==> src/rtl/grey_count_decoder_pkg.sv <==
// Shared definitions for the two-digit reflected counter code decoder:
// digit code table, digit/code types, lock FSM states and the digit decoder.
package grey_code_pkg;

  typedef logic [3:0] digit_t;
  typedef logic [4:0] code_t;

  localparam code_t CODE_0 = 5'b00000;
  localparam code_t CODE_1 = 5'b00001;
  localparam code_t CODE_2 = 5'b00011;
  localparam code_t CODE_3 = 5'b00010;
  localparam code_t CODE_4 = 5'b00110;
  localparam code_t CODE_5 = 5'b00100;
  localparam code_t CODE_6 = 5'b01100;
  localparam code_t CODE_7 = 5'b01000;
  localparam code_t CODE_8 = 5'b11000;
  localparam code_t CODE_9 = 5'b10000;

  typedef enum logic {
    UNLOCKED,
    LOCKED
  } state_t;

  typedef struct packed {
    digit_t digit;
    logic   legal;
  } dec_t;

  // Map one 5-bit code to its decimal digit; any code outside the table is illegal.
  function automatic dec_t decode_digit(input code_t code);
    dec_t r;
    r.digit = '0;
    r.legal = 1'b1;
    case (code)
      CODE_0:  r.digit = 4'd0;
      CODE_1:  r.digit = 4'd1;
      CODE_2:  r.digit = 4'd2;
      CODE_3:  r.digit = 4'd3;
      CODE_4:  r.digit = 4'd4;
      CODE_5:  r.digit = 4'd5;
      CODE_6:  r.digit = 4'd6;
      CODE_7:  r.digit = 4'd7;
      CODE_8:  r.digit = 4'd8;
      CODE_9:  r.digit = 4'd9;
      default: r.legal = 1'b0;
    endcase
    return r;
  endfunction

endpackage

==> src/rtl/grey_count_decoder_if.sv <==
// Code bus in, decoded digits and status out, between the counter pins
// (master side) and the decoder (slave side).
interface grey_count_decoder_if
  import grey_code_pkg::*;
#(
  parameter int unsigned ERR_W = 8
);

  logic             i_valid;
  code_t            i_code_ones;
  code_t            i_code_tens;
  logic             o_valid;
  digit_t           o_ones;
  digit_t           o_tens;
  logic             o_code_err;
  logic             o_step_err;
  logic             o_locked;
  logic [ERR_W-1:0] o_err_count;

  modport master (
    output i_valid, i_code_ones, i_code_tens,
    input  o_valid, o_ones, o_tens, o_code_err, o_step_err, o_locked, o_err_count
  );

  modport slave (
    input  i_valid, i_code_ones, i_code_tens,
    output o_valid, o_ones, o_tens, o_code_err, o_step_err, o_locked, o_err_count
  );

endinterface

==> src/rtl/grey_count_decoder_digit_dec.sv <==
// Single-digit decoder: 5-bit reflected code to BCD digit plus legal flag.
module grey_digit_dec
  import grey_code_pkg::*;
(
  input  code_t  i_code,
  output digit_t o_digit,
  output logic   o_legal
);

  dec_t dec;

  // Pure table lookup, no state.
  always_comb begin
    dec     = decode_digit(i_code);
    o_digit = dec.digit;
    o_legal = dec.legal;
  end

endmodule

==> src/rtl/grey_count_decoder.sv <==
// Two-digit reflected counter code decoder with +1 (mod 100) sequence lock.
// Optional error counter built only when GREY_DEC_ERRCNT_EN is defined;
// otherwise o_err_count is tied to zero.
module grey_count_decoder
  import grey_code_pkg::*;
#(
  parameter int unsigned LOCK_COUNT = 4,
  parameter int unsigned ERR_W      = 8
) (
  input  logic                 i_clk,
  input  logic                 i_rst,
  grey_count_decoder_if.slave  bus
);

  digit_t ones_d, tens_d;
  logic   ones_legal, tens_legal;

  grey_digit_dec u_ones_dec (
    .i_code  (bus.i_code_ones),
    .o_digit (ones_d),
    .o_legal (ones_legal)
  );

  grey_digit_dec u_tens_dec (
    .i_code  (bus.i_code_tens),
    .o_digit (tens_d),
    .o_legal (tens_legal)
  );

  state_t     state_q, state_n;
  logic [3:0] run_q, run_n;
  logic [6:0] prev_q, prev_n;
  logic       prev_ok_q, prev_ok_n;
  logic       valid_q, valid_n;
  digit_t     ones_q, ones_n;
  digit_t     tens_q, tens_n;
  logic       code_err_q, code_err_n;
  logic       step_err_q, step_err_n;

  logic [6:0] value;
  logic [6:0] expected;
  logic [3:0] run_inc;

  // Sample value, its expected successor-of-previous, and the incremented run.
  always_comb begin
    value    = 7'(tens_d) * 7'd10 + 7'(ones_d);
    expected = (prev_q == 7'd99) ? '0 : prev_q + 7'd1;
    run_inc  = run_q + 4'd1;
  end

  // Next-state and next-output logic for the lock FSM.
  always_comb begin
    state_n    = state_q;
    run_n      = run_q;
    prev_n     = prev_q;
    prev_ok_n  = prev_ok_q;
    ones_n     = ones_q;
    tens_n     = tens_q;
    valid_n    = 1'b0;
    code_err_n = 1'b0;
    step_err_n = 1'b0;
    if (bus.i_valid) begin
      valid_n = 1'b1;
      if (!(ones_legal && tens_legal)) begin
        code_err_n = 1'b1;
        state_n    = UNLOCKED;
        run_n      = '0;
        prev_ok_n  = 1'b0;
      end else begin
        ones_n    = ones_d;
        tens_n    = tens_d;
        prev_n    = value;
        prev_ok_n = 1'b1;
        case (state_q)
          UNLOCKED: begin
            if (prev_ok_q && (value == expected)) begin
              if (run_inc == 4'(LOCK_COUNT)) begin
                state_n = LOCKED;
                run_n   = '0;
              end else begin
                run_n = run_inc;
              end
            end else begin
              run_n = '0;
            end
          end
          LOCKED: begin
            if (value != expected) begin
              step_err_n = 1'b1;
              state_n    = UNLOCKED;
              run_n      = '0;
            end
          end
          default: state_n = UNLOCKED;
        endcase
      end
    end
  end

  // State and registered outputs.
  always_ff @(posedge i_clk or posedge i_rst) begin
    if (i_rst) begin
      state_q    <= UNLOCKED;
      run_q      <= '0;
      prev_q     <= '0;
      prev_ok_q  <= 1'b0;
      valid_q    <= 1'b0;
      ones_q     <= '0;
      tens_q     <= '0;
      code_err_q <= 1'b0;
      step_err_q <= 1'b0;
    end else begin
      state_q    <= state_n;
      run_q      <= run_n;
      prev_q     <= prev_n;
      prev_ok_q  <= prev_ok_n;
      valid_q    <= valid_n;
      ones_q     <= ones_n;
      tens_q     <= tens_n;
      code_err_q <= code_err_n;
      step_err_q <= step_err_n;
    end
  end

  assign bus.o_valid    = valid_q;
  assign bus.o_ones     = ones_q;
  assign bus.o_tens     = tens_q;
  assign bus.o_code_err = code_err_q;
  assign bus.o_step_err = step_err_q;
  assign bus.o_locked   = (state_q == LOCKED);

`ifdef GREY_DEC_ERRCNT_EN
  logic [ERR_W-1:0] err_count_q;

  // Counts at the same edge the error flags are registered, so the count
  // moves in step with the visible flag.
  always_ff @(posedge i_clk or posedge i_rst) begin
    if (i_rst) begin
      err_count_q <= '0;
    end else if ((code_err_n || step_err_n) && (err_count_q != '1)) begin
      err_count_q <= err_count_q + ERR_W'(1);
    end
  end

  assign bus.o_err_count = err_count_q;
`else
  assign bus.o_err_count = {ERR_W{1'b0}};
`endif

endmodule

==> src/flat_wrapper.sv <==
// flat-port wrapper written by rule: the top's interface ports become plain ports
module grey_count_decoder_flat import grey_code_pkg::*;
#(
  parameter int unsigned LOCK_COUNT = 4,
  parameter int unsigned ERR_W      = 8
)
  (i_clk, i_rst, bus_i_valid, bus_i_code_ones, bus_i_code_tens, bus_o_valid, bus_o_ones, bus_o_tens, bus_o_code_err, bus_o_step_err, bus_o_locked, bus_o_err_count);
  grey_count_decoder_if #(.ERR_W(ERR_W)) bus_i ();
  input  logic i_clk;
  input  logic i_rst;
  input wire logic [$bits(bus_i.i_valid)-1:0] bus_i_valid;
  input wire logic [$bits(bus_i.i_code_ones)-1:0] bus_i_code_ones;
  input wire logic [$bits(bus_i.i_code_tens)-1:0] bus_i_code_tens;
  output wire logic [$bits(bus_i.o_valid)-1:0] bus_o_valid;
  output wire logic [$bits(bus_i.o_ones)-1:0] bus_o_ones;
  output wire logic [$bits(bus_i.o_tens)-1:0] bus_o_tens;
  output wire logic [$bits(bus_i.o_code_err)-1:0] bus_o_code_err;
  output wire logic [$bits(bus_i.o_step_err)-1:0] bus_o_step_err;
  output wire logic [$bits(bus_i.o_locked)-1:0] bus_o_locked;
  output wire logic [$bits(bus_i.o_err_count)-1:0] bus_o_err_count;
  assign bus_i.i_valid = bus_i_valid;
  assign bus_i.i_code_ones = bus_i_code_ones;
  assign bus_i.i_code_tens = bus_i_code_tens;
  assign bus_o_valid = bus_i.o_valid;
  assign bus_o_ones = bus_i.o_ones;
  assign bus_o_tens = bus_i.o_tens;
  assign bus_o_code_err = bus_i.o_code_err;
  assign bus_o_step_err = bus_i.o_step_err;
  assign bus_o_locked = bus_i.o_locked;
  assign bus_o_err_count = bus_i.o_err_count;
  grey_count_decoder #(.LOCK_COUNT(LOCK_COUNT), .ERR_W(ERR_W)) u_core (.i_clk(i_clk), .i_rst(i_rst), .bus(bus_i));
endmodule
==> config.mk <==
export PLATFORM = sky130hd
export DESIGN_NAME = grey_count_decoder_flat
export DESIGN_NICKNAME = d
export VERILOG_FILES = /design/src/rtl/grey_count_decoder_pkg.sv /design/src/rtl/grey_count_decoder_if.sv /design/src/rtl/grey_count_decoder_digit_dec.sv /design/src/rtl/grey_count_decoder.sv /design/src/flat_wrapper.sv
export SDC_FILE = /design/constraint.sdc
export NUM_CORES = 1
export LEC_CHECK = 0
export CORE_ASPECT_RATIO = 0.6
export CORE_UTILIZATION = 55
export DETAILED_ROUTE_END_ITERATION = 10
export GPL_TIMING_DRIVEN = 1
export PLACE_DENSITY = 0.94
export SLEW_MARGIN = 10
export SYNTH_ARGS = -nofsm -noshare
export SYNTH_HDL_FRONTEND = slang
export SYNTH_SLANG_ARGS = --single-unit
==> constraint.sdc <==
create_clock -name i_clk -period 4.5 [get_ports i_clk]
set_input_delay 1.35 -clock i_clk [delete_from_list [all_inputs] [get_ports i_clk]]
set_output_delay 1.35 -clock i_clk [all_outputs]
set_load 0.005 [all_outputs]
* Word-level counts from Yosys, hierarchy flattened
Cells that the tools add are included.
** Word-level totals
- Register bits after elaboration :: 24
- Bits in latches :: 0
- RAM bits :: 0
- ROM bits :: 0
- Input port bits :: 13
- Output and inout port bits :: 20
- Memories kept :: 0
** Operators by class
- Add/subtract/negate cells :: 3
- Multipliers :: 1
- Div/mod/pow operators :: 0
- $lt $le $gt $ge :: 0
- Equal/unequal tests :: 23
- Shifts and indexed selects :: 0
- Mux-type cells :: 23
- Bitwise logic cells :: 1
- Reduce and logical (&&, ||, !) cells :: 8
** Operator list (count)
- $pmux W4 S9 :: 2
- $eq A5 B2 Y1 const B :: 4
- $eq A5 B3 Y1 const B :: 4
- $eq A5 B4 Y1 const B :: 4
- $eq A5 B5 Y1 const B :: 4
- $reduce_or A10 Y1 :: 2
- $mux W4 :: 4
- $mux W1 :: 14
- $eq A5 B1 Y1 const B :: 2
- $logic_not A5 Y1 :: 2
- $pmux W4 S2 :: 1
- $add A7 B1 Y7 const B :: 1
- $add A7 B4 Y7 :: 1
- $eq A7 B7 Y1 :: 1
- $eq A7 B7 Y1 const B :: 1
- $mux W7 :: 1
- $ne A7 B7 Y1 :: 1
- $mul A4 B3 Y6 const B :: 1
- $add A4 B1 Y4 const B :: 1
- $eq A4 B3 Y1 const B :: 1
- $reduce_and A2 Y1 :: 2
- $ne A3 B3 Y1 const B :: 1
- $logic_and A1 B1 Y1 :: 2
- $pmux W1 S2 :: 1
- $not A1 Y1 :: 1

* Logic depth before layout (Yosys ltp)
Gate-level depths: netlist of run 1.
- Word-level depth :: 9
- Depth in mapped cells :: 17
- Mapped depth without buffers :: 16

* Cells and area by module
Synthesis of run 1 repeated with hierarchy kept, for this count alone.
** Second synthesis, totals
- Cell total of the unflattened synthesis :: 201
- Area, all modules :: 1904.3 um^2
** By module, submodules not included
- grey_count_decoder :: times used 1, cells an instance 163, area each 1619.1 um^2, sequential area each 575.6 um^2
- grey_digit_dec :: times used 2, cells an instance 19, area each 142.6 um^2, sequential area each 0.0 um^2

* Worst setup path after synthesis of run 1
No wires, ideal clock.
- Kind :: input to register
- From :: in bus_i_code_tens[1]
- To :: reg u_core.run_q[0]
- Setup time :: 0.083 ns
- Arrival time :: 4.557 ns
- Required time :: 4.417 ns
- Path slack :: -0.139 ns
- Cell stages on the path :: 17
- Path buffers :: 1
- Path through :: buf_2 -> xor2_1 -> o21ai_0 -> o21ai_0 -> nor2_1 -> a21oi_1 -> ha_1 -> ha_1 -> inv_1 -> fa_1 -> nand2b_1 -> a21o_1 -> a211o_1 -> a211o_1 -> a221oi_4 -> a41oi_2 -> o22ai_1
** Between the ends
- Longest elaborated chain between the ends :: 9
- Elaborated cells between the ends (all ways) :: 24
- Those cells by class :: add/sub (1); mul (1); eq/ne (12); mux (5); reduce/logical (5)
** RTL lines
- start: declaration :: RTL line flat_wrapper.sv:13 : input wire logic [$bits(bus_i.i_code_tens)-1:0] bus_i_code_tens;
- $eq A5 B5 Y1, or another cell as far along :: RTL line grey_count_decoder_pkg.sv:34 : case (code)
- $pmux W4 S9 * :: RTL line grey_count_decoder_pkg.sv:34
- named net u_core.tens_d[0] :: RTL line grey_count_decoder.sv:15 : digit_t ones_d, tens_d;
- $mul A4 B3 Y6 * :: RTL line grey_count_decoder.sv:46 : value = 7'(tens_d) * 7'd10 + 7'(ones_d);
- $add A7 B4 Y7 * :: RTL line grey_count_decoder.sv:46
- $eq A7 B7 Y1 :: RTL line grey_count_decoder.sv:76 : if (prev_ok_q && (value == expected)) begin
- $logic_and A1 B1 Y1 :: RTL line grey_count_decoder.sv:76
- $mux W4 :: RTL line grey_count_decoder.sv:76
- $pmux W4 S2 :: RTL line grey_count_decoder.sv:74 : case (state_q)
- $mux W4 :: RTL line grey_count_decoder.sv:64 : if (!(ones_legal && tens_legal)) begin
- end signal: assignment :: RTL line grey_count_decoder.sv:114 : run_q <= run_n;
- end: declaration :: RTL line grey_count_decoder.sv:31 : logic [3:0] run_q, run_n;
The timed path passes the listed nets; every way through them passes the cells marked *.
A chain may end at the register's enable or synchronous reset.

* Worst setup path after layout of run 1
- From :: in bus_i_code_tens[1]
- To :: reg u_core.run_q[2]
Same word-level chain as after synthesis.

==> results.json, run 1 <==
{
  "r2r_start": "u_core.prev_q[0]$_DFFE_PP0P_",
  "design.portCount": 33,
  "worstRegToRegCells": 9,
  "cts-root-buf": "sky130_fd_sc_hd__clkbuf_8",
  "final_critical_path_setup_slack_ns": -0.289,
  "die_x_um": 76.9,
  "netlist.top_cell.by_area": "sky130_fd_sc_hd__dfrtp_1",
  "grt_start_max_net_pins": 24,
  "cts_hold_fix_bufs": 0,
  "minimum_clock_period_after_layout_ns": 4.79,
  "maxCapViolCount": 0,
  "synthesis.yosys.warnings": 0,
  "worst_setup_path_start_kind": "input port",
  "violated_checks": "negative setup slack",
  "synth.most_common_cell": "sky130_fd_sc_hd__dfrtp_1",
  "power.ir.vdd_worst_mv": 0.175,
  "critPathRequiredTime_ns": 4.69,
  "tightest_slew_ns": 0.917,
  "crit_path_end_kind": "flop",
  "p_comb_share_pct": 44.2,
  "timing.critical_path.mode_cell": "sky130_fd_sc_hd__o21ai_1",
  "hold_path.class": "reg -> reg",
  "internal_power_uw": 445,
  "detailed_route_via_count": 2175,
  "grt_setup_unrepaired": "true",
  "critPathArrivalTime_ns": 4.98,
  "total_power_uw": 719,
  "synth.top_cells.by_count": "23 x sky130_fd_sc_hd__dfrtp_1, 19 x sky130_fd_sc_hd__nor2_1, 18 x sky130_fd_sc_hd__inv_1",
  "post_layout_nonfiller_instances": 320,
  "effective_utilization_at_floorplan_pct": 61.2,
  "timing.critical_path.depth": 18,
  "crit_path_max_fanout": 7,
  "tritoncts": "built",
  "max_clock_freq_mhz": 209,
  "ant_nets": 0,
  "power.static_leakage_nw": 1.17,
  "first_pass_iters": 9,
  "first_pass_grt_wire_length_mm": 10.2,
  "grtUsageTotal_pct": 38.6,
  "final-setup-viol-count": 6,
  "synth_fa_ha_area_share_pct": 8.25,
  "regArea_um2": 576,
  "ff2ff_setup_slack_ns": 1.68,
  "p_clk_share_pct": 18.3,
  "fin_worst_skew_ns": 0.00623,
  "multiInputGateArea_um2": 1280,
  "share_of_flip_flops_with_an_asynchronous_set_or_reset_pct": 100,
  "post_route_wl_mm": 7.34,
  "syn_avg_cell_area_um2": 8.68,
  "antennaDiodeCount": 0,
  "clock_slew_at_the_register_clock_pins_of_the_worst_setup_and_hold_paths_ns": 0.08,
  "syn_inst": 213,
  "outcome": "finished, violations left",
  "crit_path_max_incr_delay_ns": 0.58,
  "post_synth_mux_area_share_pct": 4.13,
  "synth_top_flop_cell": "sky130_fd_sc_hd__dfrtp_1",
  "h_tree_depth": 1,
  "cts.sinks": 23,
  "synth_seq_cells": 23,
  "first_global_vias": 1969,
  "ratio_of_cells_with_drive_above_1_in_the_final_layout_pct": 32.0,
  "remaining_drc_errors": 0,
  "drt_iter0_drc": 319,
  "proportion_of_total_power_due_to_net_switching_pct": 38.0,
  "wl_per_cell_um": 22.9,
  "fillerInstances": 136,
  "gpl.final_weighted_congestion": 0.927,
  "power.switching_uw": 273,
  "cts_made_buffers": 3,
  "cp-endpoint": "u_core.run_q[2]$_DFFE_PP0P_",
  "timing.critical_path.cells": "buf_6 -> xor2_1 -> o21ai_1 -> o21ai_1 -> nor2_1 -> a21oi_2 -> ha_2 -> ha_4 -> inv_4 -> fa_2 -> buf_4 -> a31oi_4 -> a211o_1 -> a211o_1 -> a221oi_4 -> buf_4 -> o2111ai_1 -> o21ai_1",
  "placement_rows": 15,
  "final-max-slew-violation-count": 0,
  "p_per_area_nw_per_um2": 272,
  "layout.core_utilization_pct": 87.5,
  "detail_route.vias_per_cell": 6.80,
  "total_die_area_um2": 3610,
  "synth-compound-area-share_pct": 22.5,
  "timing_worst_setup_path_type": "in -> reg",
  "globalRoute.totalOverflow": 0,
  "cp_num_buf_inv": 4,
  "timing.max_slew.rel_slack_pct": 38.4,
  "timing.final.crit_share_pct": 106,
  "area_growth_syn_to_layout_pct": 42.9,
  "cp_slowest_cell": "sky130_fd_sc_hd__fa_2",
  "dp_cells": 306,
  "number_of_nets_at_the_end_of_the_flow": 303,
  "number_of_antenna_violations_at_the_first_check_in_global_routing": 0,
  "synthesis.area_um2": 1850,
  "detailed_place_hpwl_mm": 4.04,
  "timing.final.hold_violations": 0,
  "sequential_share_of_power_pct": 37.5,
  "count_of_different_cell_masters_after_synthesis": 52,
  "critPathTopFamily": "compound AO/OA/AOI/OAI gates",
  "floorplan_core_area_um2": 3020,
  "number_of_enable_type_register_cells_in_the_synthesized_netlist": 0,
  "synth-xor-area-share_pct": 5.21,
  "port_buffers": 24,
  "die_h_um": 46.9,
  "clock_insertion_delay_at_the_later_pin_of_the_skew_report_ns": 0.27,
  "ctsLongestPathBuffers": 2,
  "startpoint": "bus_i_code_tens[1]",
  "detailedPlace.worstSlack_ns": -0.811,
  "synth_simple_gate_area_share_pct": 19.3,
  "synth.top_cells.by_area": "sky130_fd_sc_hd__dfrtp_1 31%, sky130_fd_sc_hd__ha_1 6.1%, sky130_fd_sc_hd__o21ai_0 4.6%, sky130_fd_sc_hd__nor2_1 3.9%, sky130_fd_sc_hd__buf_4 3.7%",
  "timing.rr.end": "u_core.run_q[2]$_DFFE_PP0P_",
  "main_combinational_cell_family_by_area_after_synthesis": "compound AO/OA/AOI/OAI gates",
  "seq_area_frac_synth_pct": 31.1,
  "synth_top_area_share_pct": 31.1
}
[through the flow]
| stage | hold WS [ns] | setup TNS (ns) | area (um2) |
|---|---|---|---|
| CTS | 0.500 | 0 | 2540 |
| global route | 0.518 | -1.46 | 2640 |
| finish | 0.486 | -1.26 | 2640 |
| detailed placement | 0.480 | -4.64 | 2380 |
| floorplan | 0.473 | -0.0247 | 1930 |
| global placement | 0.471 | -3.34 | 2380 |
[logic make-up after synthesis]
family | count (synthesis)
other cells | 1
compound gates | 58
xor+xnor | 11
mux | 7
fa+ha+maj | 11
simple gates | 67
flops | 23
buf+inv | 35
[what timing repair did]
item / CTS / global route
pin swaps: 16 / 18
buffers inserted: 6 / 6
cloned: 0 / 0
gates resized for setup: 35 / 20
setup endpoints to repair: 6 / 6
hold endpoints to repair: 0 / 0
[worst min path at each step]
stage / start / endpoint / depth (start not counted)
finish: u_core.bus.o_tens[2]$_DFFE_PP0P_ / u_core.bus.o_tens[2]$_DFFE_PP0P_ / 2
global route: u_core.bus.o_tens[2]$_DFFE_PP0P_ / u_core.bus.o_tens[2]$_DFFE_PP0P_ / 2
CTS: u_core.bus.o_tens[2]$_DFFE_PP0P_ / u_core.bus.o_tens[2]$_DFFE_PP0P_ / 2
detailed placement: u_core.bus.o_tens[2]$_DFFE_PP0P_ / u_core.bus.o_tens[2]$_DFFE_PP0P_ / 2
global placement: u_core.bus.o_tens[1]$_DFFE_PP0P_ / u_core.bus.o_tens[1]$_DFFE_PP0P_ / 2
floorplan: u_core.bus.o_ones[2]$_DFFE_PP0P_ / u_core.bus.o_ones[2]$_DFFE_PP0P_ / 2
[tightest hold or removal path: stages (launching register included)]
cell and delay (ns):
sky130_fd_sc_hd__dfrtp_1 0.35, sky130_fd_sc_hd__nand2_1 0.04, sky130_fd_sc_hd__o21ai_0 0.06
[state kept, by name, indices dropped and copies added, names as in the netlist]
| signal | flops |
|---|---|
| u_core.bus.o_locked | 1 |
| u_core.bus.o_tens | 4 |
| u_core.run_q | 4 |
| u_core.bus.o_valid | 1 |
| u_core.prev_ok_q | 1 |
| u_core.bus.o_code_err | 1 |
| u_core.bus.o_ones | 3 |
| u_core.bus.o_step_err | 1 |
| u_core.prev_q | 7 |
[per-layer routing]
| metal | up-vias | part of all wire (%) | GRT usage, % |
|---|---|---|---|
| met1 | 987 | 36 | 46.3 |
| li1 | 876 | - | - |
| met4 | 0 | 8.6 | 23.1 |
| met3 | 85 | 13 | 9.90 |
| met5 | - | 0 | 0 |
| met2 | 227 | 43 | 66.4 |
[placed cells by master (no fill, tap or decap), drive strengths merged, types with 3 or more instances in the layout]
cell type / Yosys / layout
buf: 15 / 50
dfrtp: 23 / 23
nor2: 19 / 19
o21ai: 19 / 19
inv: 18 / 18
clkdlybuf4s50: 0 / 17
nand2: 16 / 16
a21oi: 10 / 10
ha: 9 / 9
nand3: 8 / 8
conb: 1 / 8
xnor2: 6 / 6
nor3: 6 / 6
mux2: 5 / 5
xor2: 5 / 5
nor2b: 5 / 5
clkbuf: 2 / 5
nand2b: 3 / 3
nor4: 3 / 3
[area by class of cell]
| class | instances | share of cell area [%] |
|---|---|---|
| well taps | 42 | 1.99 |
| clock buffers | 3 | 1.56 |
| clock inverters | 1 | 0.189 |
| multi-input cells | 162 | 48.4 |
| repair buffers | 71 | 23.4 |
| inverters | 18 | 2.65 |
| flip-flops and latches | 23 | 21.8 |
[power by group through the flow]
| stage | sequential (mW) | clock [mW] | combinational, mW |
|---|---|---|---|
| floorplan | 0.249 | 0 | 0.174 |
| global placement | 0.267 | 0 | 0.247 |
| detailed placement | 0.269 | 0 | 0.257 |
| CTS | 0.265 | 0.132 | 0.276 |
| global route | 0.272 | 0.139 | 0.331 |
| finish | 0.269 | 0.132 | 0.318 |
(Power assumes the default switching activity.)
==> run 2: changes to the inputs <==
- SLEW_MARGIN: 10 -> default
==> results of run 2 <==
Same layout as run 1: the final DEF is identical, and so are final timing and power.
==> run 3: changes to the inputs <==
- CORE_UTILIZATION: 55 -> 33
- DONT_BUFFER_PORTS: default -> 1
- PLACE_DENSITY: 0.94 -> 0.58
==> run 3 against run 2 <==
Effect of this change:
- power shrank 19%
- clock skew shrank 0.0046 ns
- routed wire length shrank 47%
- largest cell class unchanged
- final area shrank 23%
- first-iteration DRC count shrank 80%
- final cell count shrank 12%
- via count shrank 32%
- the flow now finishes without violations
==> results.json, run 3 (synthesis gave the netlist of run 1 again) <==
{
  "outcome": "complete, no violations",
  "worst_setup_path_start_kind": "input port",
  "timing.critical_path.cells": "nor2_1 -> a22oi_1 -> nor2_1 -> ha_1 -> ha_4 -> inv_2 -> fa_2 -> nand2b_4 -> a21o_1 -> a211o_1 -> a211o_1 -> a221oi_4 -> a41oi_2 -> o22ai_1",
  "die_x_um": 98.6,
  "max_clock_freq_mhz": 231,
  "minimum_clock_period_after_layout_ns": 4.33,
  "grt_setup_unrepaired": "true",
  "most-common-layout-cells": "23 x sky130_fd_sc_hd__dfrtp_1, 19 x sky130_fd_sc_hd__nor2_1, 17 x sky130_fd_sc_hd__inv_1, 16 x sky130_fd_sc_hd__nand2_1, 14 x sky130_fd_sc_hd__o21ai_0",
  "h_tree_depth": 1,
  "grtUsageTotal_pct": 14.3,
  "post_route_wl_mm": 3.88,
  "port_buffers": 0,
  "post_layout_nonfiller_instances": 283,
  "tightest_slew_ns": 0.900,
  "die_h_um": 60.0,
  "first_pass_grt_wire_length_mm": 6.55,
  "layout.core_utilization_pct": 39.0,
  "fin_worst_skew_ns": 0.00161,
  "dp_cells": 279,
  "antennaDiodeCount": 0,
  "area_growth_syn_to_layout_pct": 10.4,
  "clock_slew_at_the_register_clock_pins_of_the_worst_setup_and_hold_paths_ns": 0.08,
  "regArea_um2": 576,
  "fin_worst_hold_slack_ns": 0.512,
  "number_of_nets_at_the_end_of_the_flow": 242,
  "gpl.final_weighted_congestion": 0.797,
  "hold_path.class": "reg -> reg",
  "final_area_um2": 2040,
  "timing_worst_setup_path_type": "in -> reg",
  "timing.final.crit_share_pct": 96.3,
  "top_register": "u_core.prev_q",
  "drt_iter0_drc": 63,
  "multiInputGateArea_um2": 1190,
  "first_global_vias": 1338,
  "remaining_drc_errors": 0,
  "detailed_route_via_count": 1489,
  "globalRoute.totalOverflow": 0,
  "final_critical_path_setup_slack_ns": 0.168,
  "postCtsSetupRepairBufs": 0,
  "max_ffs_per_register": 7,
  "cts-root-buf": "sky130_fd_sc_hd__clkbuf_8",
  "detail_route.vias_per_cell": 5.26,
  "floorplan_core_area_um2": 5230,
  "total_die_area_um2": 5920,
  "final-max-slew-violation-count": 0,
  "detailed_place_hpwl_mm": 3.08,
  "ant_nets": 0,
  "critPathArrivalTime_ns": 4.52,
  "crit_path_max_incr_delay_ns": 0.47,
  "p_per_area_nw_per_um2": 285,
  "most_frequent_standard_cell_in_the_layout_excluding_fill_and_tap_cells": "sky130_fd_sc_hd__dfrtp_1",
  "power.ir.vdd_worst_mv": 0.188,
  "timing.max_slew.rel_slack_pct": 39.9,
  "maxCapViolCount": 0,
  "cts.sinks": 23,
  "tritoncts": "built",
  "cp_slowest_cell": "sky130_fd_sc_hd__fa_2",
  "crit_path_end_kind": "flop",
  "timing.final.hold_violations": 0,
  "crit_path_max_fanout": 6,
  "placement_rows": 20,
  "number_of_antenna_violations_at_the_first_check_in_global_routing": 0,
  "ratio_of_cells_with_drive_above_1_in_the_final_layout_pct": 15.7,
  "detailedPlace.worstSlack_ns": -0.0936,
  "final-setup-viol-count": 0,
  "ctsLongestPathBuffers": 2,
  "cts_made_buffers": 3,
  "clock_insertion_delay_at_the_later_pin_of_the_skew_report_ns": 0.26,
  "critPathRequiredTime_ns": 4.68,
  "grt_start_max_net_pins": 26,
  "fillerInstances": 510,
  "effective_utilization_at_floorplan_pct": 35.4,
  "power.static_leakage_nw": 0.841,
  "first_pass_iters": 5,
  "wl_per_cell_um": 13.7,
  "placedInstanceArea_um2": 1970,
  "design.portCount": 33
}
run 3: cell count changes in the layout (fill, tap and decap cells not counted), sizes merged:
cell           change
clkbuf             -2
dlymetal6s2s       -2
clkdlybuf4s50     -17
buf               -40
run 3: area by class of cell:
cell class	count	share of cell area (%)
multi-input combinational	162	58.5
sequential	23	28.2
tap	66	4.05
timing repair buffer	10	3.68
inverter	18	3.31
clock buffer	3	2.02
clock inverter	1	0.245
run 3: worst max-delay path, delay by kind of cell:
| kind | cells | cell delay, ns |
|---|---|---|
| buf+inv | 1 | 0.05 |
| simple gates | 3 | 0.54 |
| fa+ha+maj | 3 | 0.94 |
| compound gates | 7 | 1.63 |
run 3: path summary, 6_finish.rpt:
kind	from	endpoint	slack, ns	cells past startpoint
worst min register to register	u_core.bus.o_tens[2]$_DFFE_PP0P_	u_core.bus.o_tens[2]$_DFFE_PP0P_	0.51	2
worst min-delay path	u_core.bus.o_tens[2]$_DFFE_PP0P_	u_core.bus.o_tens[2]$_DFFE_PP0P_	0.51	2
worst max register to register	u_core.prev_q[0]$_DFFE_PP0P_	u_core.run_q[0]$_DFFE_PP0P_	1.87	8
worst max-delay path	bus_i_code_tens[3]	u_core.run_q[0]$_DFFE_PP0P_	0.17	14
max in group asynchronous	i_rst	u_core.prev_q[5]$_DFFE_PP0P_	2.79	1
min in group asynchronous	i_rst	u_core.bus.o_valid$_DFF_PP0_	1.16	1
run 3: where the power goes:
group          internal (mW)  leakage [nW]  switching, mW
registers              0.231         0.306         0.0388
clock network         0.0618        0.0255         0.0661
logic                 0.0896         0.509         0.0943
total                  0.383         0.841          0.199
run 3: metrics by stage:
step	power [mW]	setup TNS, ns
2_1_floorplan	0.422	-0.0247
3_3_place_gp	0.453	-0.0514
3_5_place_dp	0.455	-0.368
4_1_cts	0.589	0
5_1_grt	0.628	-0.0229
6_report	0.582	0
run 3: repair_timing:
| item | in CTS | in global routing |
|---|---|---|
| setup endpoints to repair | 0 | 5 |
| hold buffers | 0 | 0 |
| hold endpoints to repair | 0 | 0 |
| gates resized for setup | 0 | 5 |
run 3: metal layers:
layer / global-route usage, % / vias up / share of wire, %
li1: - / 747 / -
met1: 21.8 / 706 / 54
met2: 20.8 / 34 / 40
met3: 3.16 / 2 / 5.3
met4: 1.92 / 0 / 0.46
met5: 0 / - / 0
